$ cat src/rtl/mips_pkg.sv
// Shared MIPS datapath constants and register-index type.
// Reused by the register file and the instruction decoder.
package mips_pkg;

  localparam int DATA_WIDTH = 32;
  localparam int ADDR_WIDTH = 5;
  localparam int NUM_REGS   = 2 ** ADDR_WIDTH;

  typedef logic [ADDR_WIDTH-1:0] reg_idx_t;
  typedef logic [DATA_WIDTH-1:0] word_t;

  localparam reg_idx_t REG_ZERO = reg_idx_t'(0);

endpackage

$ cat src/rtl/mips_register_file_if.sv
// Register-file access bus: one write port (rd/din/writeEnable), two read ports.
// Decode/writeback drive through master; the register file sits on slave.
interface mips_register_file_if;
  import mips_pkg::*;

  word_t    din;
  logic     writeEnable;
  reg_idx_t rs;
  reg_idx_t rt;
  reg_idx_t rd;
  word_t    regA;
  word_t    regB;

  modport master (
    output din, writeEnable, rs, rt, rd,
    input  regA, regB
  );

  modport slave (
    input  din, writeEnable, rs, rt, rd,
    output regA, regB
  );

endinterface

$ cat src/rtl/regfile_read_port.sv
// One read port: index -> data mux with register-0 masking and optional write forwarding.
// Latency: combinational. Backpressure: none.
module regfile_read_port
  import mips_pkg::*;
(
  input  logic                               rst,
  input  logic [NUM_REGS-1:0][DATA_WIDTH-1:0] regs,
  input  reg_idx_t                           idx,
  input  logic                               we,
  input  reg_idx_t                           wr_idx,
  input  word_t                              wr_dat,
  output word_t                              dat
);

`ifdef REGFILE_WRITE_BYPASS_EN
  // Reset must dominate forwarding so the port reads 0 while rst is high.
  always_comb begin
    dat = regs[idx];
    if (idx == REG_ZERO) begin
      dat = '0;
    end else if (!rst && we && (wr_idx == idx)) begin
      dat = wr_dat;
    end
  end
`else
  logic unused_fwd;
  assign unused_fwd = ^{rst, we, wr_idx, wr_dat};

  always_comb begin
    dat = regs[idx];
    if (idx == REG_ZERO) begin
      dat = '0;
    end
  end
`endif

endmodule

$ cat src/rtl/mips_register_file.sv
// 32x32 MIPS register file, r0 hardwired to zero; REGFILE_WRITE_BYPASS_EN adds write-through forwarding.
// Latency: reads combinational, writes one rising edge. Backpressure: none, always accepts.
module mips_register_file
  import mips_pkg::*;
(
  input  logic                 clk,
  input  logic                 rst,
  mips_register_file_if.slave  bus
);

  logic [NUM_REGS-1:0][DATA_WIDTH-1:0] regs;

  // Entry 0 is never written, so it stays at its reset value of 0.
  always_ff @(posedge clk or posedge rst) begin
    if (rst) begin
      regs <= '0;
    end else if (bus.writeEnable && (bus.rd != REG_ZERO)) begin
      regs[bus.rd] <= bus.din;
    end
  end

  regfile_read_port u_port_a (
    .rst    (rst),
    .regs   (regs),
    .idx    (bus.rs),
    .we     (bus.writeEnable),
    .wr_idx (bus.rd),
    .wr_dat (bus.din),
    .dat    (bus.regA)
  );

  regfile_read_port u_port_b (
    .rst    (rst),
    .regs   (regs),
    .idx    (bus.rt),
    .we     (bus.writeEnable),
    .wr_idx (bus.rd),
    .wr_dat (bus.din),
    .dat    (bus.regB)
  );

endmodule

$ cat src/flat_wrapper.sv
// flat-port wrapper written by rule: the top's interface ports become plain ports
module mips_register_file_flat import mips_pkg::*;
  (clk, rst, bus_din, bus_writeEnable, bus_rs, bus_rt, bus_rd, bus_regA, bus_regB);
  mips_register_file_if bus_i ();
  input  logic clk;
  input  logic rst;
  input wire logic [$bits(bus_i.din)-1:0] bus_din;
  input wire logic [$bits(bus_i.writeEnable)-1:0] bus_writeEnable;
  input wire logic [$bits(bus_i.rs)-1:0] bus_rs;
  input wire logic [$bits(bus_i.rt)-1:0] bus_rt;
  input wire logic [$bits(bus_i.rd)-1:0] bus_rd;
  output wire logic [$bits(bus_i.regA)-1:0] bus_regA;
  output wire logic [$bits(bus_i.regB)-1:0] bus_regB;
  assign bus_i.din = bus_din;
  assign bus_i.writeEnable = bus_writeEnable;
  assign bus_i.rs = bus_rs;
  assign bus_i.rt = bus_rt;
  assign bus_i.rd = bus_rd;
  assign bus_regA = bus_i.regA;
  assign bus_regB = bus_i.regB;
  mips_register_file u_core (.clk(clk), .rst(rst), .bus(bus_i));
endmodule
$ cat config.mk
export PLATFORM = sky130hd
export DESIGN_NAME = mips_register_file_flat
export DESIGN_NICKNAME = d
export VERILOG_FILES = /design/src/rtl/mips_pkg.sv /design/src/rtl/mips_register_file_if.sv /design/src/rtl/regfile_read_port.sv /design/src/rtl/mips_register_file.sv /design/src/flat_wrapper.sv
export SDC_FILE = /design/constraint.sdc
export NUM_CORES = 2
export LEC_CHECK = 0
export CORE_ASPECT_RATIO = 0.75
export CORE_UTILIZATION = 40
export DETAILED_ROUTE_END_ITERATION = 10
export PLACE_DENSITY = 0.58
export RECOVER_POWER = 50
export SLEW_MARGIN = 20
export SYNTH_ARGS = -nofsm -noshare
export SYNTH_HDL_FRONTEND = slang
export SYNTH_SLANG_ARGS = --single-unit
$ cat constraint.sdc
create_clock -name clk -period 49.9 [get_ports clk]
set_input_delay 7.485 -clock clk [delete_from_list [all_inputs] [get_ports clk]]
set_output_delay 7.485 -clock clk [all_outputs]
set_load 0.005 [all_outputs]
# ---- Word-level counts from Yosys, hierarchy flattened
# Cells that the tools add are included.
# Widths: inputs -> output; s select.
dict set report word_totals {
  in_bits 50
  wordCells 50
  latch_bits 0
  mem_bits_rw 0
  mem_bits_ro 0
  mem_count 0
  register_bits 1024
}
dict set report op_classes {
  n_mux 9
  shifts 0
  n_div 0
  addsub 0
  n_eq_ne 0
  n_reduce_logical 5
  n_mul 0
  bitwise 0
  order_cmp 4
}
# cell count
set ops {}
lappend ops {{$bwmux 1024} 1}
lappend ops {{$bmux 32 s5} 2}
lappend ops {{$demux 32 s5} 1}
lappend ops {{$mux 32} 5}
lappend ops {{$lt 5x6->1 const B} 3}
lappend ops {{$logic_not 5->1} 2}
lappend ops {{$ge 5x1->1 const B} 1}
lappend ops {{$reduce_bool 5->1} 1}
lappend ops {{$logic_and 1x1->1} 2}

# ---- Longest topological paths before layout
dict set report depth {
  depth_word 5
  depth_mapped 9
  mapped_depth_nobuf 4
}

# ---- Modules after synthesis
# Synthesis repeated with hierarchy kept, for this count alone.
dict set report hier_totals {
  hier_cells 3616
  area_unflattened_um2 54813.8
}
# mod seq_area_each_um2 instances area_each_um2 cells_each
set modules_own_cells {}
lappend modules_own_cells {mips_register_file 25624.6 1 38077.8 2288}
lappend modules_own_cells {regfile_read_port 0.0 2 8368.0 664}

# ---- Worst setup path after synthesis
# Ideal clock, no wire load.
dict set report synth_path {
  path_type {input-to-output}
  startpoint {input bus_rt[0]}
  endpoint {output bus_regB[0]}
  arrival_ps 8841
  path_stages 6
  path_buffers 2
  required_ps 42415
  setup_slack_ps 33574
  path_cell_list {buf_6 > buf_2 > mux4_2 > a22o_1 > a21oi_1 > a211oi_2}
}
dict set report synth_between {
  elab_chain_len 3
}
# item line_no
set synth_rtl {}
lappend synth_rtl {{from (decl)} flat_wrapper.sv:10} ;# input wire logic [$bits(bus_i.rt)-1:0] bus_rt;
lappend synth_rtl {{$bmux 32 s5} regfile_read_port.sv:30} ;# dat = regs[idx];
lappend synth_rtl {{$mux 32 (not written as such)} regfile_read_port.sv:30}
lappend synth_rtl {{$mux 32 (*)} regfile_read_port.sv:31} ;# if (idx == REG_ZERO) begin
lappend synth_rtl {{to (decl)} flat_wrapper.sv:13} ;# output wire logic [$bits(bus_i.regB)-1:0] bus_regB;
# Every way passes the cells marked *; elsewhere a longest branch is shown, timed or not. The select of a mux whose other input is x is not followed.

# ---- Worst setup path after layout
dict set report layout_path {
  startpoint {input bus_rs[1]}
  endpoint {output bus_regA[3]}
}
dict set report layout_between {
  elab_chain_len 3
}
# item line_no
set layout_rtl {}
lappend layout_rtl {{from (decl)} flat_wrapper.sv:9} ;# input wire logic [$bits(bus_i.rs)-1:0] bus_rs;
lappend layout_rtl {{$bmux 32 s5} regfile_read_port.sv:30}
lappend layout_rtl {{$mux 32 (not written as such)} regfile_read_port.sv:30}
lappend layout_rtl {{$mux 32 (*)} regfile_read_port.sv:31}
lappend layout_rtl {{to (decl)} flat_wrapper.sv:12} ;# output wire logic [$bits(bus_i.regA)-1:0] bus_regA;
# Marks and branches as above.

==> metrics.csv <==
metric,value,unit
finalCritPeriodShare,39.78,%
largest_registers,u_core.regs x1024,
netlist_area,0.05462,mm2
critPathKind,in2out,
largest_reg_flops,1024,
first_global_vias,34020,
syn_to_final_growth,10.23,%
grt_usage,25.79,%
finalNonFillerCells,5267,
power_leakage,0.02558,uW
yosysWarnings,0,
clock_skew,0,ns
final_max_slew_viol_count,1105,
post-dp-hpwl,95130,um
route.detailed.drc,0,
critPathRequiredTime,42.42,ns
core,0.1356,mm2
rows,117,
clockPowerShare,35.5,%
tightestPinTransition,5.301,ns
numCtsBuffers,112,
final_area,0.06020,mm2
final_nets,3428,
drtAntennaViolNets,0,
worstHoldPathCells,0,
p_seq_share,44.8,%
drive_gt1_share,50.30,%
wl_per_cell,33.50,um
setup_tns,0,ns
clk_latency,0.72,ns
ctsResizeCount,0,
status,"finished, violations left",
switching_share,27.19,%
setup_viol,0,
pwr-share-comb,19.6,%
yosys-top-cells-area,"dfrtp_1, mux2_2, mux4_2",
vias,33630,
clock_path_buffers,3,
dieWidth,428.7,um
totalWireLength,176400,um
grt_max_degree,110,
crit_path_end_kind,output pin,
clock.fmax,50.38,MHz
power.density,41.09,mW/mm2
period_needed,19.85,ns
syn_avg_cell_area,15.63,um2
netlist_instances,3495,
synth.top_cell.area_share,46.92,%
arrival,12.36,ns
cts_tree,done,
die_area,0.1380,mm2
hold_buffers,0,
yosysUniqueCellTypes,39,
cts.sinks,1024,
hold_viol,0,
max-slew-margin-rel,-255.3,%
antenna_found_initial,13,
initial_core_util,40.29,%
maxCapViolations,26,
drt_iter0_markers,2788,
syn_nets,3545,
cp_max_fo,82,
ys_seq_area_share,46.92,%
portBuffers,113,
grt_pass1_wl,258300,um
grt.overflow.total,0,
p_int,1801,uW
violations,"capacitance limit, slew limit",
viasPerCell,6.385,
ys_seq_elements,1024,
io_pins,114,
rr_worst_depth,1,
peakVddDrop,0.03014,mV
startpoint_type,input port,
power_switching,672.6,uW
postCtsSetupRepairBufs,0,
clk_pin_slew_worst_paths,0.06,ns
cts-root-buf,clkbuf_16,
worstHoldPathType,reg2reg,
first_pass_iters,5,
place_area,0.05655,mm2
die_h,322.0,um
htreeDepth,3,
synth_top_area_cell,dfrtp_1,
globalplace.congestion,0.7804,
top_register,u_core.regs,
rsz0062_at_grt,no,
fin_total_pwr,2474,uW
dp.cells,5049,
## per-layer routing
metal | routed length (um) | track usage, %
met5 | 0 | 0
met2 | 81740 | 40.16
met3 | 12280 | 5.619
met4 | 5218 | 7.479
met1 | 77190 | 36.23
## placed cells by master (no fill, tap or decap), types with 19 or more instances in the layout
cell type        Yosys  final
mux4_2             468    468
mux2i_1            146    146
nor2b_1             27     23
clkbuf_16            0    112
clkbuf_1           178     46
mux2_2             937    937
a22o_1              96     96
clkdlybuf4s50_1      0     83
a211oi_2            39     40
nor3_1              25     25
dfrtp_1           1024   1024
mux2_1              55     55
clkbuf_8             0     25
clkinv_2             0     20
a21oi_1             58     58
a211oi_1            54     53
buf_2              130     19
buf_4               50     49
o221ai_1            61     61
## worst max-delay path, cell delays in order
cell and delay, ns:
buf_8 0.44, buf_4 0.76, buf_12 0.53, buf_4 0.73
mux4_2 0.35, mux2i_1 0.09, a22o_1 0.27, a211oi_1 0.64
clkdlybuf4s50_1 0.64
## synth_stat cells, drive strengths merged
master and n:
buf 236, or3b 2, and3 1, o221ai 61
nor2b 27, or2 2, nand3 2, dfrtp 1024
a211oi 93, nor3 25, a22o 96, or3 1
o22ai 3, and3b 1, and2 2, nor2 26
inv 1, clkbuf 178, nand2b 4, nor3b 4
mux4 477, a21oi 58, nor4b 1, mux2 992
mux2i 146, nand3b 6, nor4 6, nand2 20
## final cells by class
type	instances	area (um2)
sequential	1024	25620
fill	12050	75350
inverter	1	5.005
clock inverter	46	618.1
tap	1785	2233
timing repair buffer	183	1541
antenna	9	22.52
multi-input combinational	2056	26910
clock buffer	163	3244
## path summary, 6_finish.rpt
check | from | endpoint | slack (ns)
hold reg to reg | u_core.regs[7] | u_core.regs[7] | 0.39
hold / removal | u_core.regs[7] | u_core.regs[7] | 0.39
min in group asynchronous | rst | u_core.regs[477] | 8.84
setup / recovery | bus_rs[1] | bus_regA[3] | 30.05
setup reg to reg | u_core.regs[682] | u_core.regs[682] | 49.06
max in group asynchronous | rst | u_core.regs[111] | 34.76
## stage by stage
| step | utilization [%] | hold slack [ns] | worst slack [ns] |
|---|---|---|---|
| after floorplan | - | 0.4413 | 13.60 |
| after global placement | 41.71 | 0.3823 | 29.98 |
| after detailed placement | 41.71 | 0.3836 | 29.93 |
| after CTS | 44.56 | 0.3980 | 29.94 |
| after global routing | 44.41 | 0.4157 | 29.81 |
| final | 44.41 | 0.3938 | 30.05 |
## power by group through the flow
stage          Clock [uW]  Combinational, uW  Sequential [uW]
4_1_cts               896                489             1100
3_5_place_dp            0                487             1120
6_report              879                486             1110
3_3_place_gp            0                478             1110
5_1_grt               929                519             1130
2_1_floorplan           0                385             1080
## cells by family (layout without fill, tap and decap cells)
| group | after synthesis | in the layout | share of synthesized area, % |
|---|---|---|---|
| AOI/OAI and AO/OA | 311 | 311 | 4.719 |
| buffers and inverters | 415 | 393 | 4.188 |
| DFF | 1024 | 1024 | 46.92 |
| muxes | 1615 | 1615 | 42.86 |
| other | 0 | 9 | 0 |
| and+or+nand+nor | 130 | 130 | 1.315 |
No activity file was read; power rests on OpenSTA's default activity.
